[src/rtl/bcd_display_scan.sv]
// Four-digit, time-multiplexed seven-segment driver for the BCD converter output.
// A LOAD strobe captures ONES/TENS/HUNDREDS/SIGN into a shadow copy; the copy moves to the
// displayed (active) registers only at a frame boundary, so one frame never mixes two results.
// Digit 0 = ones, 1 = tens, 2 = hundreds, 3 = sign. SEG and AN are active low and registered.
// Optional build macro: LEADING_ZERO_BLANK_EN blanks leading zeros on the hundreds and tens digits.
module bcd_display_scan #(
    parameter int unsigned REFRESH_DIV = 50000,
    parameter int unsigned CNT_W       = 16
) (
    input  logic       CLK,
    input  logic       RST,
    input  logic [3:0] ONES,
    input  logic [3:0] TENS,
    input  logic [1:0] HUNDREDS,
    input  logic       SIGN,
    input  logic       LOAD,
    output logic [6:0] SEG,
    output logic [3:0] AN,
    output logic       FRAME_DONE
);

    localparam logic [CNT_W-1:0] PRESC_MAX = CNT_W'(REFRESH_DIV - 1);
    localparam logic [CNT_W-1:0] PRESC_ONE = CNT_W'(1);

    localparam logic [6:0] SEG_BLANK = 7'h7F;
    localparam logic [6:0] SEG_MINUS = 7'h3F;

    // Active-low segment pattern {g,f,e,d,c,b,a} for one BCD code; 10-15 are blank.
    function automatic logic [6:0] seg_decode(input logic [3:0] code);
        logic [6:0] pat;
        pat = SEG_BLANK;
        unique case (code)
            4'd0:    pat = 7'h40;
            4'd1:    pat = 7'h79;
            4'd2:    pat = 7'h24;
            4'd3:    pat = 7'h30;
            4'd4:    pat = 7'h19;
            4'd5:    pat = 7'h12;
            4'd6:    pat = 7'h02;
            4'd7:    pat = 7'h78;
            4'd8:    pat = 7'h00;
            4'd9:    pat = 7'h10;
            default: pat = SEG_BLANK;
        endcase
        return pat;
    endfunction

    // Scan timing
    logic [CNT_W-1:0] presc_q, presc_d;
    logic [1:0]       idx_q, idx_d;
    logic             tick;
    logic             boundary;

    // Captured-but-not-yet-shown result
    logic [3:0] shadow_ones_q, shadow_ones_d;
    logic [3:0] shadow_tens_q, shadow_tens_d;
    logic [1:0] shadow_hund_q, shadow_hund_d;
    logic       shadow_sign_q, shadow_sign_d;
    logic       pending_q, pending_d;

    // Result currently on the display
    logic [3:0] active_ones_q, active_ones_d;
    logic [3:0] active_tens_q, active_tens_d;
    logic [1:0] active_hund_q, active_hund_d;
    logic       active_sign_q, active_sign_d;

    // Registered outputs
    logic [6:0] seg_q, seg_d;
    logic [3:0] an_q, an_d;
    logic       frame_done_q, frame_done_d;

    // Prescaler and digit index: index advances once per REFRESH_DIV cycles.
    always_comb begin
        tick     = (presc_q == PRESC_MAX);
        boundary = tick && (idx_q == 2'd3);
        presc_d  = tick ? '0 : presc_q + PRESC_ONE;
        idx_d    = tick ? idx_q + 2'd1 : idx_q;
    end

    // Double buffer: LOAD fills the shadow; the boundary tick promotes it. A LOAD on the
    // boundary tick itself goes straight to the display and leaves nothing pending.
    always_comb begin
        shadow_ones_d = shadow_ones_q;
        shadow_tens_d = shadow_tens_q;
        shadow_hund_d = shadow_hund_q;
        shadow_sign_d = shadow_sign_q;
        pending_d     = pending_q;
        active_ones_d = active_ones_q;
        active_tens_d = active_tens_q;
        active_hund_d = active_hund_q;
        active_sign_d = active_sign_q;

        if (LOAD) begin
            shadow_ones_d = ONES;
            shadow_tens_d = TENS;
            shadow_hund_d = HUNDREDS;
            shadow_sign_d = SIGN;
            if (boundary) begin
                active_ones_d = ONES;
                active_tens_d = TENS;
                active_hund_d = HUNDREDS;
                active_sign_d = SIGN;
                pending_d     = 1'b0;
            end else begin
                pending_d     = 1'b1;
            end
        end else if (boundary && pending_q) begin
            active_ones_d = shadow_ones_q;
            active_tens_d = shadow_tens_q;
            active_hund_d = shadow_hund_q;
            active_sign_d = shadow_sign_q;
            pending_d     = 1'b0;
        end
    end

    // Digit multiplexer and segment decode for the digit selected this cycle.
    always_comb begin
        seg_d = SEG_BLANK;
        an_d  = ~(4'b0001 << idx_q);
        unique case (idx_q)
            2'd0: seg_d = seg_decode(active_ones_q);
            2'd1: begin
`ifdef LEADING_ZERO_BLANK_EN
                if (active_hund_q == 2'd0 && active_tens_q == 4'd0) begin
                    seg_d = SEG_BLANK;
                end else begin
                    seg_d = seg_decode(active_tens_q);
                end
`else
                seg_d = seg_decode(active_tens_q);
`endif
            end
            2'd2: begin
`ifdef LEADING_ZERO_BLANK_EN
                if (active_hund_q == 2'd0) begin
                    seg_d = SEG_BLANK;
                end else begin
                    seg_d = seg_decode({2'b00, active_hund_q});
                end
`else
                seg_d = seg_decode({2'b00, active_hund_q});
`endif
            end
            2'd3: seg_d = active_sign_q ? SEG_MINUS : SEG_BLANK;
            default: seg_d = SEG_BLANK;
        endcase
        frame_done_d = boundary;
    end

    // Scan state registers.
    always_ff @(posedge CLK or posedge RST) begin
        if (RST) begin
            presc_q <= '0;
            idx_q   <= 2'd0;
        end else begin
            presc_q <= presc_d;
            idx_q   <= idx_d;
        end
    end

    // Shadow, pending and active result registers.
    always_ff @(posedge CLK or posedge RST) begin
        if (RST) begin
            shadow_ones_q <= 4'd0;
            shadow_tens_q <= 4'd0;
            shadow_hund_q <= 2'd0;
            shadow_sign_q <= 1'b0;
            pending_q     <= 1'b0;
            active_ones_q <= 4'd0;
            active_tens_q <= 4'd0;
            active_hund_q <= 2'd0;
            active_sign_q <= 1'b0;
        end else begin
            shadow_ones_q <= shadow_ones_d;
            shadow_tens_q <= shadow_tens_d;
            shadow_hund_q <= shadow_hund_d;
            shadow_sign_q <= shadow_sign_d;
            pending_q     <= pending_d;
            active_ones_q <= active_ones_d;
            active_tens_q <= active_tens_d;
            active_hund_q <= active_hund_d;
            active_sign_q <= active_sign_d;
        end
    end

    // Output registers: one cycle behind index/active, all display lines off in reset.
    always_ff @(posedge CLK or posedge RST) begin
        if (RST) begin
            seg_q        <= SEG_BLANK;
            an_q         <= 4'b1111;
            frame_done_q <= 1'b0;
        end else begin
            seg_q        <= seg_d;
            an_q         <= an_d;
            frame_done_q <= frame_done_d;
        end
    end

    assign SEG        = seg_q;
    assign AN         = an_q;
    assign FRAME_DONE = frame_done_q;

endmodule

[config.mk]
export PLATFORM = sky130hd
export DESIGN_NAME = bcd_display_scan
export DESIGN_NICKNAME = d
export VERILOG_FILES = /design/src/rtl/bcd_display_scan.sv
export SDC_FILE = /design/constraint.sdc
export NUM_CORES = 1
export LEC_CHECK = 0
export CAP_MARGIN = 0
export CORE_UTILIZATION = 40
export DETAILED_ROUTE_END_ITERATION = 10
export PLACE_DENSITY_LB_ADDON = 0.08
export SETUP_SLACK_MARGIN = 0.5
export SYNTH_ARGS = -nofsm -noshare
export SYNTH_HDL_FRONTEND = slang
export SYNTH_SLANG_ARGS = --single-unit
[constraint.sdc]
create_clock -name CLK -period 4.65 [get_ports CLK]
set_clock_uncertainty 0.1 [all_clocks]
set_input_delay 1.395 -clock CLK [delete_from_list [all_inputs] [get_ports CLK]]
set_output_delay 1.395 -clock CLK [all_outputs]
set_load 0.01 [all_outputs]
==> flow_summary.toml, run 1 <==
[yosys]
async_flop_share = 1.000
synthSimpleGateAreaFrac = 0.1239
synth_top_family_by_area = "simple AND/OR/NAND/NOR gates"
synth_edf_count = 0
synth-compound-area-share = 0.08226
synthCells = 223
ys_types = 39
synth-seq-cells = 53
synth.area.mux_share = 0.1186
ys.flop_type = "dfrtp_1"
synth_xor_area_frac = 0.04687
yosys_warnings = 0
syn_avg_cell_area_um2 = 11.73
syn-num-nets = 254
syn_area_um2 = 2616
synthAdderAreaFrac = 0.08130
ys_seq_area_frac = 0.5122

[grt]
gr-total-overflow = 0
grt_pass1_vias = 1601
grt_pass1_wl_um = 7659
grt_start_max_net_pins = 54
track_usage = 0.1410
grt_antenna_before_repair = 0

[placement]
dpl.cell_count = 318
dp_hpwl_um = 3195
io_buffers = 25
place_congestion = 0.7730
post-place-ws_ps = 1338

[power]
power.switching_w = 0.0001628
peakVddDrop_mv = 0.1318
clockPowerShare = 0.386
power_w = 0.0008275
pwr-share-comb = 0.043
p_int_w = 0.0006647
seq_power_share = 0.571
power_density_nw_per_um2 = 271.5
swShare = 0.1967
power_leakage_nw = 1.282

[cts]
clkLatencyLatePin_ps = 300
cts_tree = "yes"
cts_max_path_buffers = 2
clkSinkCount = 53
postCtsSetupBuffers = 0
hold_buffers = 0
clk_pin_slew_ps = 90
cts_inserted_buffers = 5
htree_levels = 2
post_cts_resized = 0
cts-root-buf = "clkbuf_8"

[outcome]
outcome = "finished with violations"
violations = "design-rule violations"

[sta]
finalMaxSlewViolations = 0
setup_ws_ps = 1677
min_period_over_period = 0.6394
slew_headroom = 0.2759
grt_setup_unrepaired = "false"
final-hold-violation-count = 0
fmax_ghz = 0.3363
tns_ps = 0
worst_pin_slew_ps = 1085
setup_viol = 0
hold_ws_ps = 357.1
finalCriticalPeriod_ps = 2973

[finish]
stdcell_count = 326
final_cell_mix = "42 x dfrtp_1, 25 x clkdlybuf4s50_1, 24 x mux2_2, 18 x nor2_1, 17 x ha_1"
layout-drive-gt1-share = 0.2008
final_common_cell = "dfrtp_1"
syn2layout_area_growth_pct = 16.50
nets = 279
diodes = 0

[worst_setup_path]
slowest_delay_ps = 500
critPathLaunchType = "primary input"
crit_family = "buffers and inverters"
cp.required_ps = 4740
cp_max_fo = 12
crit_path_end_kind = "flip-flop"
setup.worst_path.class = "in2reg"
cp_num_buf_inv = 2
crit_path_cell_trace = "clkdlybuf4s50_1, buf_4, nor2_1, nor3b_4, mux2_2"
slowest_stage = "nor3b_4"
worstPathArrival_ps = 3070

[route]
vias = 1666
wl_per_cell_um = 14.29
route.final.wire_length_um = 4660
vias_per_cell = 5.110
drt_iter0_drc = 50
ant_nets = 0
first_pass_iters = 7
drc = 2

[floorplan]
start_util = 0.4144
pin_count = 26
dieHeight_um = 82.88
die_area_um2 = 6868
die_w_um = 82.88
core_area_um2 = 6314
fp-row-count = 29

[worst_hold_path]
min_path_type = "reg2reg"

[job]
drv_cap = 0
[metal layers]
| layer | track usage | wire length (um) | vias up |
|---|---|---|---|
| met2 | 0.2332 | 2209 | 25 |
| li1 | - | - | 821 |
| met1 | 0.1816 | 2206 | 812 |
| met3 | 0.02783 | 171 | 8 |
| met5 | 0 | 0 | - |
| met4 | 0.05643 | 72 | 0 |
[worst reg2reg max path: cells and delay by family (launching register included)]
family,cells,cell delay (ps)
flip-flops,1,370
adder cells (fa/ha/maj),1,260
AND/OR/NAND/NOR,3,1110
multiplexers,1,400
[power by group through the flow]
stage               clock network (W)  logic (W)  registers [W]
finish                       0.000320  0.0000352       0.000473
global route                 0.000347  0.0000401       0.000474
CTS                          0.000330  0.0000364       0.000473
detailed placement                  0  0.0000363       0.000482
global placement                    0  0.0000359       0.000481
floorplan                           0  0.0000195       0.000481
[cell type report]
class | count | area (um^2)
well taps | 77 | 96.34
repair buffers | 26 | 257.7
flip-flops and latches | 53 | 1340
clock buffers | 7 | 86.33
clock inverters | 1 | 30.03
multi-input cells | 148 | 1185
inverters | 14 | 52.55
fillers | 588 | 3266
[cell usage after synthesis, drive strengths merged (2+ instances only)]
cell / number / area share
xnor2: 9 / 0.030
a21oi: 6 / 0.011
and4bb: 2 / 0.0096
xor2: 5 / 0.017
dfstp: 11 / 0.11
o22ai: 4 / 0.0096
ha: 17 / 0.081
inv: 14 / 0.020
o21ai: 10 / 0.019
and2: 3 / 0.0072
nand2b: 3 / 0.0072
buf: 5 / 0.011
dfrtp: 42 / 0.40
and4: 4 / 0.014
nand4: 5 / 0.012
and3: 2 / 0.0048
a32oi: 3 / 0.010
a2bb2oi: 2 / 0.0067
nor2: 18 / 0.026
mux2: 24 / 0.10
mux2i: 4 / 0.015
nor2b: 4 / 0.0096
nand2: 10 / 0.014
clkbuf: 3 / 0.0043
o221ai: 2 / 0.0067
[final timing paths]
path,start,endpoint,slack (ps),depth (start not counted)
setup reg to reg,presc_q[0],active_sign_q,2300,5
max in group asynchronous,RST,idx_q[1],2200,2
hold reg to reg,presc_q[0],presc_q[0],360,1
min in group asynchronous,RST,FRAME_DONE,1590,2
hold / removal,presc_q[0],presc_q[0],360,1
setup / recovery,LOAD,active_sign_q,1680,5
[through the flow]
stage | cell area (um^2) | util
2_1_floorplan | 2616 | -
3_3_place_gp | 2932 | 0.4643
3_5_place_dp | 2932 | 0.4643
4_1_cts | 3048 | 0.4828
5_1_grt | 3048 | 0.4828
6_report | 3048 | 0.4828
[kinds of logic after synthesis]
kind of cell | Yosys count
AND/OR/NAND/NOR | 56
XOR/XNOR | 14
buffers and inverters | 22
AO/OA/AOI/OAI | 33
multiplexers | 28
adder cells (fa/ha/maj) | 17
flip-flops | 53
[registers in the layout (all words and copies together), names as in the netlist]
| register | count |
|---|---|
| presc_q | 16 |
| SEG | 7 |
| AN | 4 |
| active_ones_q | 4 |
| active_tens_q | 4 |
| shadow_ones_q | 4 |
| shadow_tens_q | 4 |
| active_hund_q | 2 |
| idx_q | 2 |
| shadow_hund_q | 2 |
| FRAME_DONE | 1 |
| active_sign_q | 1 |
| pending_q | 1 |
| shadow_sign_q | 1 |
Power figures use the tool's default switching activity.
==> run 2, diff against run 1 <==
==> constraint.sdc (replaced) <==
create_clock -name CLK -period 3 [get_ports CLK]
set_clock_uncertainty 0.1 [all_clocks]
set_input_delay 0.9 -clock CLK [delete_from_list [all_inputs] [get_ports CLK]]
set_output_delay 0.9 -clock CLK [all_outputs]
set_load 0.01 [all_outputs]
==> run 2 against run 1 <==
  * The run still ends with design-rule violations left
  * Routed wire length grew 2.2%
  * Cell count grew 0.61%
  * Sequential cell count did not move
  * Global-route usage is 1.2 points higher
  * Total power increased by 48%
  * Worst hold slack improved by 3.1 ps
  * Clock power rose by 34%
  * Worst setup slack worse by 1000 ps
  * Register-to-register slack got worse by 1500 ps
  * Sequential share of layout area is 0.13 points lower
  * Utilization up 0.14 points
==> flow_summary.toml, run 2 (same netlist as run 1, synthesis figures left out) <==
[sta]
min_period_over_period = 0.7905
slew_headroom = 0.6156
tns_ps = 0
grt_setup_unrepaired = "false"
fmax_ghz = 0.4217
finalMaxSlewViolations = 0
worst_pin_slew_ps = 575.7
finalCriticalPeriod_ps = 2371
setup_viol = 0
final-hold-violation-count = 0

[job]
drv_cap = 0

[cts]
clkLatencyLatePin_ps = 310
cts-root-buf = "clkbuf_8"
post_cts_resized = 0
cts_tree = "yes"
clk_pin_slew_ps = 100
cts_max_path_buffers = 2
postCtsSetupBuffers = 0
clkSinkCount = 53
cts_inserted_buffers = 5
htree_levels = 2
hold_buffers = 0

[finish]
final_cell_mix = "42 x dfrtp_1, 25 x clkdlybuf4s50_1, 24 x mux2_2, 18 x nor2_1, 17 x ha_1"
fin_area_um2 = 3057
largest_reg_flops = 16
fillerInstances = 591
top_register = "presc_q"
syn2layout_area_growth_pct = 16.83
layout-drive-gt1-share = 0.2112
diodes = 0
final_common_cell = "dfrtp_1"
nets = 281

[route]
route.final.wire_length_um = 4762
wl_per_cell_um = 14.52
drc = 2
vias = 1673
vias_per_cell = 5.101
drt_iter0_drc = 97
first_pass_iters = 7
ant_nets = 0

[power]
seq_power_share = 0.600
clockPowerShare = 0.352
pwr-share-comb = 0.048
power_leakage_nw = 1.289
power_density_nw_per_um2 = 399.3
p_int_w = 0.0009359
power.switching_w = 0.0002847
swShare = 0.2332
peakVddDrop_mv = 0.1999

[placement]
dpl-instance-area_um2 = 2959
dp_hpwl_um = 3462
place_congestion = 0.8193
io_buffers = 25

[worst_setup_path]
cp_max_fo = 1
setup.worst_path.class = "reg2out"
crit_family = "flip-flops"
rr_endpoint = "active_hund_q[1]"
slowest_stage = "dfstp_2"
cp_num_buf_inv = 1
crit_path_cell_trace = "clkdlybuf4s50_1"
crit_path_end_kind = "primary output"
slowest_delay_ps = 530
r2r_start = "presc_q[0]"
rrSetupSlack_ps = 820
r2r_cells = 6
cp.required_ps = 2000
critPathLaunchType = "flip-flop"
worstPathArrival_ps = 1370

[outcome]
violations = "design-rule violations"
outcome = "finished with violations"

[worst_hold_path]
min_to = "presc_q[0]"
min_path_type = "reg2reg"
hp-start = "presc_q[0]"
hold_depth = 1

[floorplan]
die_w_um = 82.88
fp-row-count = 29
dieHeight_um = 82.88
core_area_um2 = 6314
pin_count = 26
start_util = 0.4144
die_area_um2 = 6868

[grt]
track_usage = 0.1530
grt_pass1_vias = 1692
grt_start_max_net_pins = 28
grt_pass1_wl_um = 8397
grt_antenna_before_repair = 0
gr-total-overflow = 0
-- run 2: cell count changes in the layout (fill, tap and decap cells not counted) --
cell,previous run,this run
buf_12,0,1
buf_4,1,2
bufinv_16,1,0
clkbuf_1,1,0
clkbuf_8,6,5
clkinv_4,0,1
inv_6,0,1
inv_8,0,1
-- run 2: per-layer routing --
metal  wire length [um]  vias to the layer above  global-route usage
met4                 67                        0             0.05172
met1               2160                      821              0.2027
met3                158                        6             0.02982
met5                  0                        -                   0
li1                   -                      824                   -
met2               2376                       22              0.2511
-- run 2: power groups by stage --
stage	Sequential [W]	Clock, W	Combinational (W)
after global routing	0.000734	0.000481	0.0000655
after detailed placement	0.000746	0	0.0000604
final	0.000733	0.000430	0.0000583
after global placement	0.000746	0	0.0000587
after CTS	0.000733	0.000447	0.0000606
after floorplan	0.000745	0	0.0000302
-- run 2: metrics by stage --
step           power (W)  utilization  setup slack, ps  instances  hold WS, ps
5_1_grt         0.001281       0.4841            584.4        328        402.4
2_1_floorplan  0.0007752            -            732.0        223        324.5
6_report        0.001221       0.4841            628.6        328        360.2
3_5_place_dp   0.0008067       0.4687            542.3        320        358.7
3_3_place_gp   0.0008045       0.4687            568.2        320        348.9
4_1_cts         0.001241       0.4841            611.4        328        372.9
-- run 2: worst max path at each step --
| stage | from | endpoint | slack, ps | cells after the start |
|---|---|---|---|---|
| final | AN[3] | AN[3] | 630 | 1 |
| after global placement | LOAD | active_ones_q[0] | 570 | 4 |
| after global routing | SEG[6] | SEG[6] | 580 | 1 |
| after CTS | AN[3] | AN[3] | 610 | 1 |
| after detailed placement | LOAD | active_tens_q[1] | 540 | 4 |
| after floorplan | RST | FRAME_DONE | 730 | 1 |
-- run 2: cell type report --
class	instances	area, um^2	share of cell area
clock buffer	5	68.82	0.02251
multi-input combinational	148	1185	0.3876
tap	77	96.34	0.03152
sequential	53	1340	0.4384
clock inverter	3	28.78	0.009415
inverter	14	52.55	0.01719
timing repair buffer	28	285.3	0.09333
